<file path="config.mk">
export PLATFORM = sky130hd
export DESIGN_NAME = qupls_commit_head_advance_flat
export DESIGN_NICKNAME = d
export VERILOG_FILES = /design/src/rtl/qupls_commit_head_advance_if.sv /design/src/rtl/qupls_commit_head_advance.sv /design/src/flat_wrapper.sv
export SDC_FILE = /design/constraint.sdc
export NUM_CORES = 1
export LEC_CHECK = 0
export ABC_AREA = 0
export CORE_MARGIN = 2
export CORE_UTILIZATION = 42
export DETAILED_ROUTE_END_ITERATION = 12
export MAX_ROUTING_LAYER = met4
export PLACE_DENSITY_LB_ADDON = 0.08
export REMOVE_ABC_BUFFERS = 1
export SYNTH_ARGS = -nofsm -noshare
export SYNTH_HDL_FRONTEND = slang
export SYNTH_SLANG_ARGS = --single-unit
export TNS_END_PERCENT = 100
</file>
<file path="constraint.sdc">
create_clock -name clk -period 1.75 [get_ports clk]
set_input_delay 0.4375 -clock clk [delete_from_list [all_inputs] [get_ports clk]]
set_output_delay 0.4375 -clock clk [all_outputs]
set_load 0.01 [all_outputs]
</file>
<file path="src/rtl/qupls_commit_head_advance_if.sv">
// Commit-group port from the head-advance stage to the RAT/free-list update.
interface qupls_commit_head_advance_if #(
  parameter int NDXW = 5
);
  logic            cmt_v;
  logic [NDXW-1:0] cmt_base;
  logic [2:0]      cmt_n;
  logic            rat_rdy;

  modport master (output cmt_v, cmt_base, cmt_n, input rat_rdy);
  modport slave  (input cmt_v, cmt_base, cmt_n, output rat_rdy);
endinterface

</file>
<file path="src/rtl/qupls_commit_head_advance.sv">
// ROB head owner: registers commit groups for the RAT and advances head0..head5; QUPLS_COMMIT_PERF_EN adds perf counters.
// Latency: 1 cycle from the commit decision to cmt_v and to the updated heads.
// Backpressure: holds the group while rat_rdy is low and raises cmt_stall; flush overrides everything.
module qupls_commit_head_advance #(
  parameter int ROB_ENTRIES = 32,
  parameter int NDXW        = $clog2(ROB_ENTRIES),
  parameter int RETW        = 40
) (
  input  logic                  clk,
  input  logic                  rst_n,
  input  logic                  do_commit,
  input  logic [2:0]            cmtcnt,
  input  logic                  flush,
  input  logic [NDXW-1:0]       flush_head,
  qupls_commit_head_advance_if.master cmt,
  output logic                  cmt_stall,
  output logic [NDXW-1:0]       head0,
  output logic [NDXW-1:0]       head1,
  output logic [NDXW-1:0]       head2,
  output logic [NDXW-1:0]       head3,
  output logic [NDXW-1:0]       head4,
  output logic [NDXW-1:0]       head5,
  output logic [RETW-1:0]       retired,
  output logic                  err
`ifdef QUPLS_COMMIT_PERF_EN
  ,
  output logic [31:0]           stall_cyc,
  output logic [6:1][15:0]      grp_hist
`endif
);

  localparam logic [NDXW:0] ROB_N = (NDXW+1)'(ROB_ENTRIES);

  typedef enum logic {EMPTY = 1'b0, FULL = 1'b1} state_t;

  state_t          state_q, state_d;
  logic [NDXW-1:0] head0_q;
  logic [NDXW-1:0] base_q;
  logic [2:0]      n_q;
  logic [RETW-1:0] retired_q;
  logic            err_q;

  logic xfer, held, cnt_ok, accept, fh_oob, err_d;

  // k <= 6 < ROB_ENTRIES, so one conditional subtract brings the sum back in range
  function automatic logic [NDXW-1:0] wrap_add(input logic [NDXW-1:0] base, input logic [2:0] k);
    logic [NDXW:0] sum;
    sum = {1'b0, base} + {{(NDXW-2){1'b0}}, k};
    if (sum >= ROB_N)
      sum = sum - ROB_N;
    return sum[NDXW-1:0];
  endfunction

  assign xfer   = cmt.cmt_v && cmt.rat_rdy;
  assign held   = cmt.cmt_v && !cmt.rat_rdy;
  assign cnt_ok = (cmtcnt != 3'd0) && (cmtcnt != 3'd7);
  assign accept = do_commit && cnt_ok && !flush && (!cmt.cmt_v || cmt.rat_rdy);
  assign fh_oob = ({1'b0, flush_head} >= ROB_N);
  assign err_d  = err_q
                | (do_commit && held)
                | (do_commit && (cmtcnt == 3'd7))
                | (flush && fh_oob);

  // Commit-port state register
  always_ff @(posedge clk or negedge rst_n) begin
    if (!rst_n)
      state_q <= EMPTY;
    else
      state_q <= state_d;
  end

  always_comb begin
    state_d = state_q;
    if (flush)
      state_d = EMPTY;
    else if (accept)
      state_d = FULL;
    else if (xfer)
      state_d = EMPTY;
  end

  always_comb begin
    cmt.cmt_v = (state_q == FULL);
  end

  always_ff @(posedge clk or negedge rst_n) begin
    if (!rst_n) begin
      head0_q   <= '0;
      base_q    <= '0;
      n_q       <= '0;
      retired_q <= '0;
      err_q     <= 1'b0;
    end else begin
      err_q <= err_d;
      // A transfer in the flush cycle still completes and is counted
      if (xfer)
        retired_q <= retired_q + RETW'(n_q);
      if (flush) begin
        head0_q <= fh_oob ? '0 : flush_head;
      end else if (accept) begin
        head0_q <= wrap_add(head0_q, cmtcnt);
        base_q  <= head0_q;
        n_q     <= cmtcnt;
      end
    end
  end

  assign cmt.cmt_base = base_q;
  assign cmt.cmt_n    = n_q;
  assign cmt_stall    = held;
  assign head0        = head0_q;
  assign head1        = wrap_add(head0_q, 3'd1);
  assign head2        = wrap_add(head0_q, 3'd2);
  assign head3        = wrap_add(head0_q, 3'd3);
  assign head4        = wrap_add(head0_q, 3'd4);
  assign head5        = wrap_add(head0_q, 3'd5);
  assign retired      = retired_q;
  assign err          = err_q;

`ifdef QUPLS_COMMIT_PERF_EN
  always_ff @(posedge clk or negedge rst_n) begin
    if (!rst_n) begin
      stall_cyc <= '0;
      grp_hist  <= '0;
    end else begin
      if (held && (stall_cyc != '1))
        stall_cyc <= stall_cyc + 32'd1;
      for (int g = 1; g <= 6; g++) begin
        if (xfer && (n_q == 3'(g)) && (grp_hist[g] != '1))
          grp_hist[g] <= grp_hist[g] + 16'd1;
      end
    end
  end
`endif

endmodule

</file>
<file path="src/flat_wrapper.sv">
// flat-port wrapper written by rule: the top's interface ports become plain ports
module qupls_commit_head_advance_flat 
#(
  parameter int ROB_ENTRIES = 32,
  parameter int NDXW        = $clog2(ROB_ENTRIES),
  parameter int RETW        = 40
)
  (clk, rst_n, do_commit, cmtcnt, flush, flush_head, cmt_stall, head0, head1, head2, head3, head4, head5, retired, err, cmt_cmt_v, cmt_cmt_base, cmt_cmt_n, cmt_rat_rdy);
  qupls_commit_head_advance_if #(.NDXW(NDXW)) cmt_i ();
  input  logic clk;
  input  logic rst_n;
  input  logic do_commit;
  input  logic [2:0] cmtcnt;
  input  logic flush;
  input  logic [NDXW-1:0] flush_head;
  output logic cmt_stall;
  output logic [NDXW-1:0] head0;
  output logic [NDXW-1:0] head1;
  output logic [NDXW-1:0] head2;
  output logic [NDXW-1:0] head3;
  output logic [NDXW-1:0] head4;
  output logic [NDXW-1:0] head5;
  output logic [RETW-1:0] retired;
  output logic err;
  output wire logic [$bits(cmt_i.cmt_v)-1:0] cmt_cmt_v;
  output wire logic [$bits(cmt_i.cmt_base)-1:0] cmt_cmt_base;
  output wire logic [$bits(cmt_i.cmt_n)-1:0] cmt_cmt_n;
  input wire logic [$bits(cmt_i.rat_rdy)-1:0] cmt_rat_rdy;
  assign cmt_cmt_v = cmt_i.cmt_v;
  assign cmt_cmt_base = cmt_i.cmt_base;
  assign cmt_cmt_n = cmt_i.cmt_n;
  assign cmt_i.rat_rdy = cmt_rat_rdy;
  qupls_commit_head_advance #(.ROB_ENTRIES(ROB_ENTRIES), .NDXW(NDXW), .RETW(RETW)) u_core (.clk(clk), .rst_n(rst_n), .do_commit(do_commit), .cmtcnt(cmtcnt), .flush(flush), .flush_head(flush_head), .cmt(cmt_i), .cmt_stall(cmt_stall), .head0(head0), .head1(head1), .head2(head2), .head3(head3), .head4(head4), .head5(head5), .retired(retired), .err(err));
endmodule
</file>
==> flow_metrics.env, run 1 <==
export IMPL_port_buffers=93
export IMPL_die_area_um2=7820
export IMPL_end_kind="output pin"
export IMPL_boundaryPins=94
export IMPL_cts_root_buf="clkbuf_8"
export IMPL_whs_ps=94.3
export IMPL_route_detailed_drc=0
export IMPL_r2r_setup_slack_ps=-160
export IMPL_grt_overflow=0
export IMPL_n_antenna_cell=0
export IMPL_final_util=0.797
export IMPL_cts_buffers=5
export IMPL_cts_clk_slew_worst_paths_ps=110
export IMPL_grtUsageTotal=0.220
export IMPL_grt_start_max_net_pins=56
export IMPL_synthAdderAreaFrac=0.0677
export IMPL_violations="negative setup slack"
export IMPL_vdd_drop_max_mv=0.501
export IMPL_dr_total_vias=2827
export IMPL_synth_seq_cells=55
export IMPL_ys_seq_area_frac=0.460
export IMPL_p_leak_nw=2.78
export IMPL_grt_pass1_wl_um=13000
export IMPL_nets=517
export IMPL_hp_class="in -> async"
export IMPL_cp_max_fo=4
export IMPL_period_needed_ps=1960
export IMPL_startpoint_type="flop"
export IMPL_synth_xor_area_frac=0.149
export IMPL_powerDensity_nw_per_um2=844
export IMPL_final_cell_mix="89 x buf_4, 49 x dfrtp_1, 32 x dlygate4sd2_1, 28 x clkdlybuf4s50_1, 27 x buf_6"
export IMPL_yosys_area_share_simple=0.204
export IMPL_gp_congestion=0.824
export IMPL_antenna_found_initial=0
export IMPL_status="complete, but fails checks"
export IMPL_synth_cell_types=35
export IMPL_start_util=0.438
export IMPL_synth_warnings=0
export IMPL_startpoint="u_core.head0[1]$_DFFE_PN0P_"
export IMPL_rsz0062_at_grt="true"
export IMPL_first_iter_violations=81
export IMPL_regToRegEndpoint="u_core.head0[4]$_DFFE_PN0P_"
export IMPL_cts_max_level=2
export IMPL_vias_per_cell=4.82
export IMPL_syn_inst=282
export IMPL_final_period_utilization=1.12
export IMPL_post_drt_wl_per_cell_um=14.8
export IMPL_fin_setup_tns_ps=-3030
export IMPL_cts_tree="built"
export IMPL_worstMarginPinSlew_ps=415
export IMPL_synth_top_family_by_area="simple AND/OR/NAND/NOR gates"
export IMPL_grt_pass1_vias=2764
export IMPL_fillers=435
export IMPL_fmax_ghz=0.509
export IMPL_dr_pass1_iters=4
export IMPL_rows=30
export IMPL_core_area_um2=6830
export IMPL_cts_sinks=55
export IMPL_finClkSkew_ps=15.4
export IMPL_cpPeakStageDelay_ps=480
export IMPL_ant_nets=0
export IMPL_rr_startpoint="u_core.head0[0]$_DFFE_PN0P_"
export IMPL_area_growth_syn_to_layout_pct=81.9
export IMPL_crit_type="reg -> out"
export IMPL_drive_gt1_frac=0.488
export IMPL_setup_viol=33
export IMPL_synth_compound_area_share=0.0326
export IMPL_cp_slowest_cell="dfrtp_2"
export IMPL_finalWorstSetupSlack_ps=-214
export IMPL_ctsHoldBuffers=0
export IMPL_final_common_cell="buf_4"
export IMPL_placed_cells=526
export IMPL_finalWirelength_um=8690
export IMPL_hold_viol_final=0
export IMPL_clock_path_buffers=2
export IMPL_slew_headroom=0.721
export IMPL_r2r_worst_path_cells=10
export IMPL_yosys_mux_area_fraction=0.0447
export IMPL_stdcell_count=586
export IMPL_die_w_um=88.4
export IMPL_slew_viol_final=0
export IMPL_max_cap_violations=0
export IMPL_netlist_area_um2=2990
export IMPL_cp_arrival_ps=1530
export IMPL_cp_required_ps=1310
export IMPL_crit_chain="buf_6, ha_2, a21oi_2, xnor2_1, buf_2"
export IMPL_synth_area_per_cell_um2=10.6
export IMPL_die_height_um=88.4
export IMPL_hpwl_um=5440
export IMPL_clock_latency_ps=320
-- Yosys cell counts --
cell type / number / area share
nor3_4: 2 / 0.011
nor4_4: 1 / 0.0071
nor2_2: 1 / 0.0021
nand4_1: 8 / 0.017
nor3_1: 6 / 0.010
a21o_1: 3 / 0.0075
nor3b_1: 2 / 0.0050
buf_4: 8 / 0.020
nand3b_1: 1 / 0.0025
nor3_2: 2 / 0.0067
mux2_2: 11 / 0.041
xor2_1: 21 / 0.061
xnor2_1: 30 / 0.088
nand2_1: 22 / 0.028
nand3_1: 21 / 0.035
nor2_1: 17 / 0.021
dfrtp_1: 55 / 0.46
nand4_4: 1 / 0.0071
inv_1: 16 / 0.020
and2_1: 2 / 0.0042
o21ai_0: 6 / 0.010
and4_1: 1 / 0.0029
a21oi_1: 9 / 0.015
nand2b_1: 2 / 0.0042
nand4_2: 2 / 0.0084
and2b_1: 1 / 0.0025
nor2b_1: 2 / 0.0042
and2_4: 2 / 0.0059
clkbuf_1: 2 / 0.0025
fa_1: 2 / 0.013
and3_1: 4 / 0.0084
or3_2: 1 / 0.0025
nor4_1: 4 / 0.0084
mux2i_1: 1 / 0.0033
ha_1: 13 / 0.054
-- routing by layer --
layer  share of wire  wire length, um  GRT usage  up-vias
li1                -                -          -     1365
met1            0.42             3620      0.278     1370
met2            0.51             4450      0.358       83
met3           0.057              498     0.0438        9
met4           0.014              119     0.0647        0
met5               0                0          -        -
-- metrics by stage --
stage	setup slack (ps)	instance area, um2	power [W]
after floorplan	-277	2930	0.00220
after global placement	-564	4490	0.00320
after detailed placement	-611	4490	0.00322
after CTS	-203	5020	0.00426
after global routing	-268	5450	0.00484
final	-214	5450	0.00460
-- final cells by class --
class / instances / area, um2 / area share
multi-input combinational: 201 / 1940 / 0.357
timing repair buffer: 210 / 1820 / 0.335
sequential: 55 / 1380 / 0.254
tap: 96 / 120 / 0.0221
clock buffer: 5 / 68.8 / 0.0126
inverter: 16 / 60.1 / 0.0110
clock inverter: 3 / 47.5 / 0.00873
-- how the worst max path moves through the flow --
stage                                   to  slack (ps)  depth (start not counted)
6_report                          head5[3]        -210                          5
5_1_grt                           head5[3]        -270                          5
4_1_cts                           head3[3]        -200                          5
3_5_place_dp   u_core.head0[4]$_DFFE_PN0P_        -610                          9
3_3_place_gp   u_core.head0[4]$_DFFE_PN0P_        -560                          9
2_1_floorplan  u_core.head0[4]$_DFFE_PN0P_        -280                          8
-- worst max-delay path: cells and delay by family (launching register included) --
kind	cells	cell delay, ps
flip-flops	1	480
buffers and inverters	2	290
adder cells (fa/ha/maj)	1	170
AO/OA/AOI/OAI	1	160
XOR/XNOR	1	130
-- sequential cells by signal, indices dropped and copies added, names as in the netlist --
name,flops
u_core.head0,5
u_core.cmt.cmt_base,5
u_core.cmt.cmt_v,1
u_core.retired,40
u_core.err,1
u_core.cmt.cmt_n,3
-- repair_timing --
action / CTS / global route
endpoints found under the setup margin: 103 / 65
buffers inserted: 34 / 19
gates resized for setup: 180 / 70
pin swaps: 29 / 50
-- where the power goes --
| part | switching (W) | total, W | internal, W |
|---|---|---|---|
| Combinational | 0.000980 | 0.00221 | 0.00123 |
| Sequential | 0.000108 | 0.00151 | 0.00141 |
| Clock | 0.000438 | 0.000873 | 0.000434 |
-- cell families after synthesis --
kind of cell               after synthesis
and+or+nand+nor                        105
DFF                                     55
xor gates and xnor gates                51
buffers and inverters                   26
AOI/OAI and AO/OA                       18
adders and majority gates               15
muxes                                   12
No activity file was read; power rests on OpenSTA's default activity.
==> run 2: changes to the inputs <==
ABC_CLOCK_PERIOD_IN_PS = 1750   (was not set)
CORE_MARGIN = not set   (was 2)
==> flow_metrics.env, run 2 (synthesized netlist as in run 1, its figures left out) <==
export IMPL_ant_nets=0
export IMPL_slew_headroom=0.725
export IMPL_fillers=457
export IMPL_finalWirelength_um=8870
export IMPL_clock_latency_ps=320
export IMPL_cts_buffers=5
export IMPL_grtUsageTotal=0.236
export IMPL_seqCellArea_um2=1380
export IMPL_dpl_instance_area_um2=4470
export IMPL_worstMarginPinSlew_ps=409
export IMPL_dr_pass1_iters=5
export IMPL_route_detailed_drc=0
export IMPL_critPathTopFamily="buffers and inverters"
export IMPL_cts_root_buf="clkbuf_8"
export IMPL_die_height_um=86.4
export IMPL_slew_viol_final=0
export IMPL_antenna_found_initial=0
export IMPL_start_util=0.438
export IMPL_clock_path_buffers=2
export IMPL_final_period_utilization=1.14
export IMPL_crit_chain="buf_4, ha_4, nand2_1, xnor2_1, dlygate4sd2_1"
export IMPL_largest_reg_flops=40
export IMPL_area_growth_syn_to_layout_pct=81.2
export IMPL_dr_total_vias=2862
export IMPL_status="complete, but fails checks"
export IMPL_vdd_drop_max_mv=0.544
export IMPL_final_common_cell="buf_4"
export IMPL_grt_start_max_net_pins=56
export IMPL_setup_viol=33
export IMPL_final_cell_area_um2=5420
export IMPL_gp_congestion=0.763
export IMPL_grt_pass1_wl_um=13400
export IMPL_stdcell_count=590
export IMPL_r2r_setup_slack_ps=-220
export IMPL_hold_viol_final=0
export IMPL_finClkSkew_ps=14.6
export IMPL_end_kind="output pin"
export IMPL_port_buffers=93
export IMPL_drive_gt1_frac=0.504
export IMPL_n_antenna_cell=0
export IMPL_whs_ps=91.7
export IMPL_cpPeakStageDelay_ps=430
export IMPL_nets=521
export IMPL_powerDensity_nw_per_um2=831
export IMPL_max_cap_violations=0
export IMPL_cp_arrival_ps=1550
export IMPL_boundaryPins=94
export IMPL_die_area_um2=7470
export IMPL_die_w_um=86.4
export IMPL_p_leak_nw=2.78
export IMPL_cp_required_ps=1310
export IMPL_ctsHoldBuffers=0
export IMPL_grt_overflow=0
export IMPL_rows=30
export IMPL_period_needed_ps=1990
export IMPL_placed_cells=525
export IMPL_vias_per_cell=4.85
export IMPL_grt_pass1_vias=2898
export IMPL_startpoint_type="flop"
export IMPL_cts_max_level=2
export IMPL_cp_slowest_cell="dfrtp_2"
export IMPL_crit_type="reg -> out"
export IMPL_cts_clk_slew_worst_paths_ps=120
export IMPL_core_area_um2=6830
export IMPL_finalWorstSetupSlack_ps=-238
export IMPL_fmax_ghz=0.503
export IMPL_cts_sinks=55
export IMPL_post_drt_wl_per_cell_um=15.0
export IMPL_final_cell_mix="99 x buf_4, 49 x dfrtp_1, 30 x clkdlybuf4s50_1, 29 x dlygate4sd2_1, 23 x buf_6"
export IMPL_multiInputGateArea_um2=1950
export IMPL_cp_max_fo=5
export IMPL_final_util=0.794
export IMPL_hpwl_um=5610
export IMPL_hp_class="in -> async"
export IMPL_violations="negative setup slack"
export IMPL_crit_buf_inv=2
export IMPL_rsz0062_at_grt="true"
export IMPL_first_iter_violations=86
export IMPL_cts_tree="built"
## run 2: cell count changes in the layout (fill, tap and decap cells not counted), sizes merged
cell           change
buf                +6
clkdlybuf4s15      -4
dlygate4sd2        -3
clkdlybuf4s50      +2
dlymetal6s2s       +2
bufinv             -1
clkbuf             +1
clkinv             -1
clkinvlp           +1
inv                +1
## run 2: path summary, 6_finish.rpt
check | endpoint | start | depth (start not counted)
max | head1[4] | u_core.head0[2]$_DFFE_PN0P_ | 5
min | u_core.retired[39]$_DFFE_PN0P_ | rst_n | 2
max reg2reg | u_core.retired[20]$_DFFE_PN0P_ | u_core.retired[0]$_DFFE_PN0P_ | 8
min reg2reg | u_core.retired[39]$_DFFE_PN0P_ | u_core.retired[39]$_DFFE_PN0P_ | 1
max in group asynchronous | u_core.head0[4]$_DFFE_PN0P_ | rst_n | 2
min in group clk | u_core.retired[39]$_DFFE_PN0P_ | u_core.retired[39]$_DFFE_PN0P_ | 1
## run 2: final cells by class
cell class              instances  area share
multi-input cells             201       0.360
repair buffers                214       0.333
flip-flops and latches         55       0.255
well taps                      96      0.0221
clock buffers                   5      0.0127
inverters                      16      0.0115
clock inverters                 3     0.00507
## run 2: stage by stage
step / total power, W / TNS [ps] / setup slack, ps
floorplan: 0.00220 / -2230 / -277
global placement: 0.00321 / -21330 / -558
detailed placement: 0.00324 / -21830 / -593
CTS: 0.00414 / -3140 / -270
global route: 0.00478 / -7200 / -318
finish: 0.00451 / -4320 / -238
## run 2: report_power, final
part | leakage, nW | switching, W | total [W] | internal [W]
clock network | 0.0467 | 0.000472 | 0.000770 | 0.000298
registers | 0.710 | 0.000119 | 0.00153 | 0.00141
logic | 2.02 | 0.000983 | 0.00221 | 0.00123
## run 2: per-layer routing
| metal | global-route usage | part of all wire |
|---|---|---|
| met5 | - | 0 |
| met4 | 0.0561 | 0.013 |
| met3 | 0.0533 | 0.050 |
| met2 | 0.398 | 0.53 |
| met1 | 0.287 | 0.40 |
## run 2: timing repair
| item | 4_1_cts | 5_1_grt |
|---|---|---|
| setup buffers | 38 | 26 |
| endpoints found under the hold margin | 0 | 0 |
| resized for setup | 183 | 69 |
| endpoints found under the setup margin | 100 | 77 |
| pin swaps | 30 | 44 |
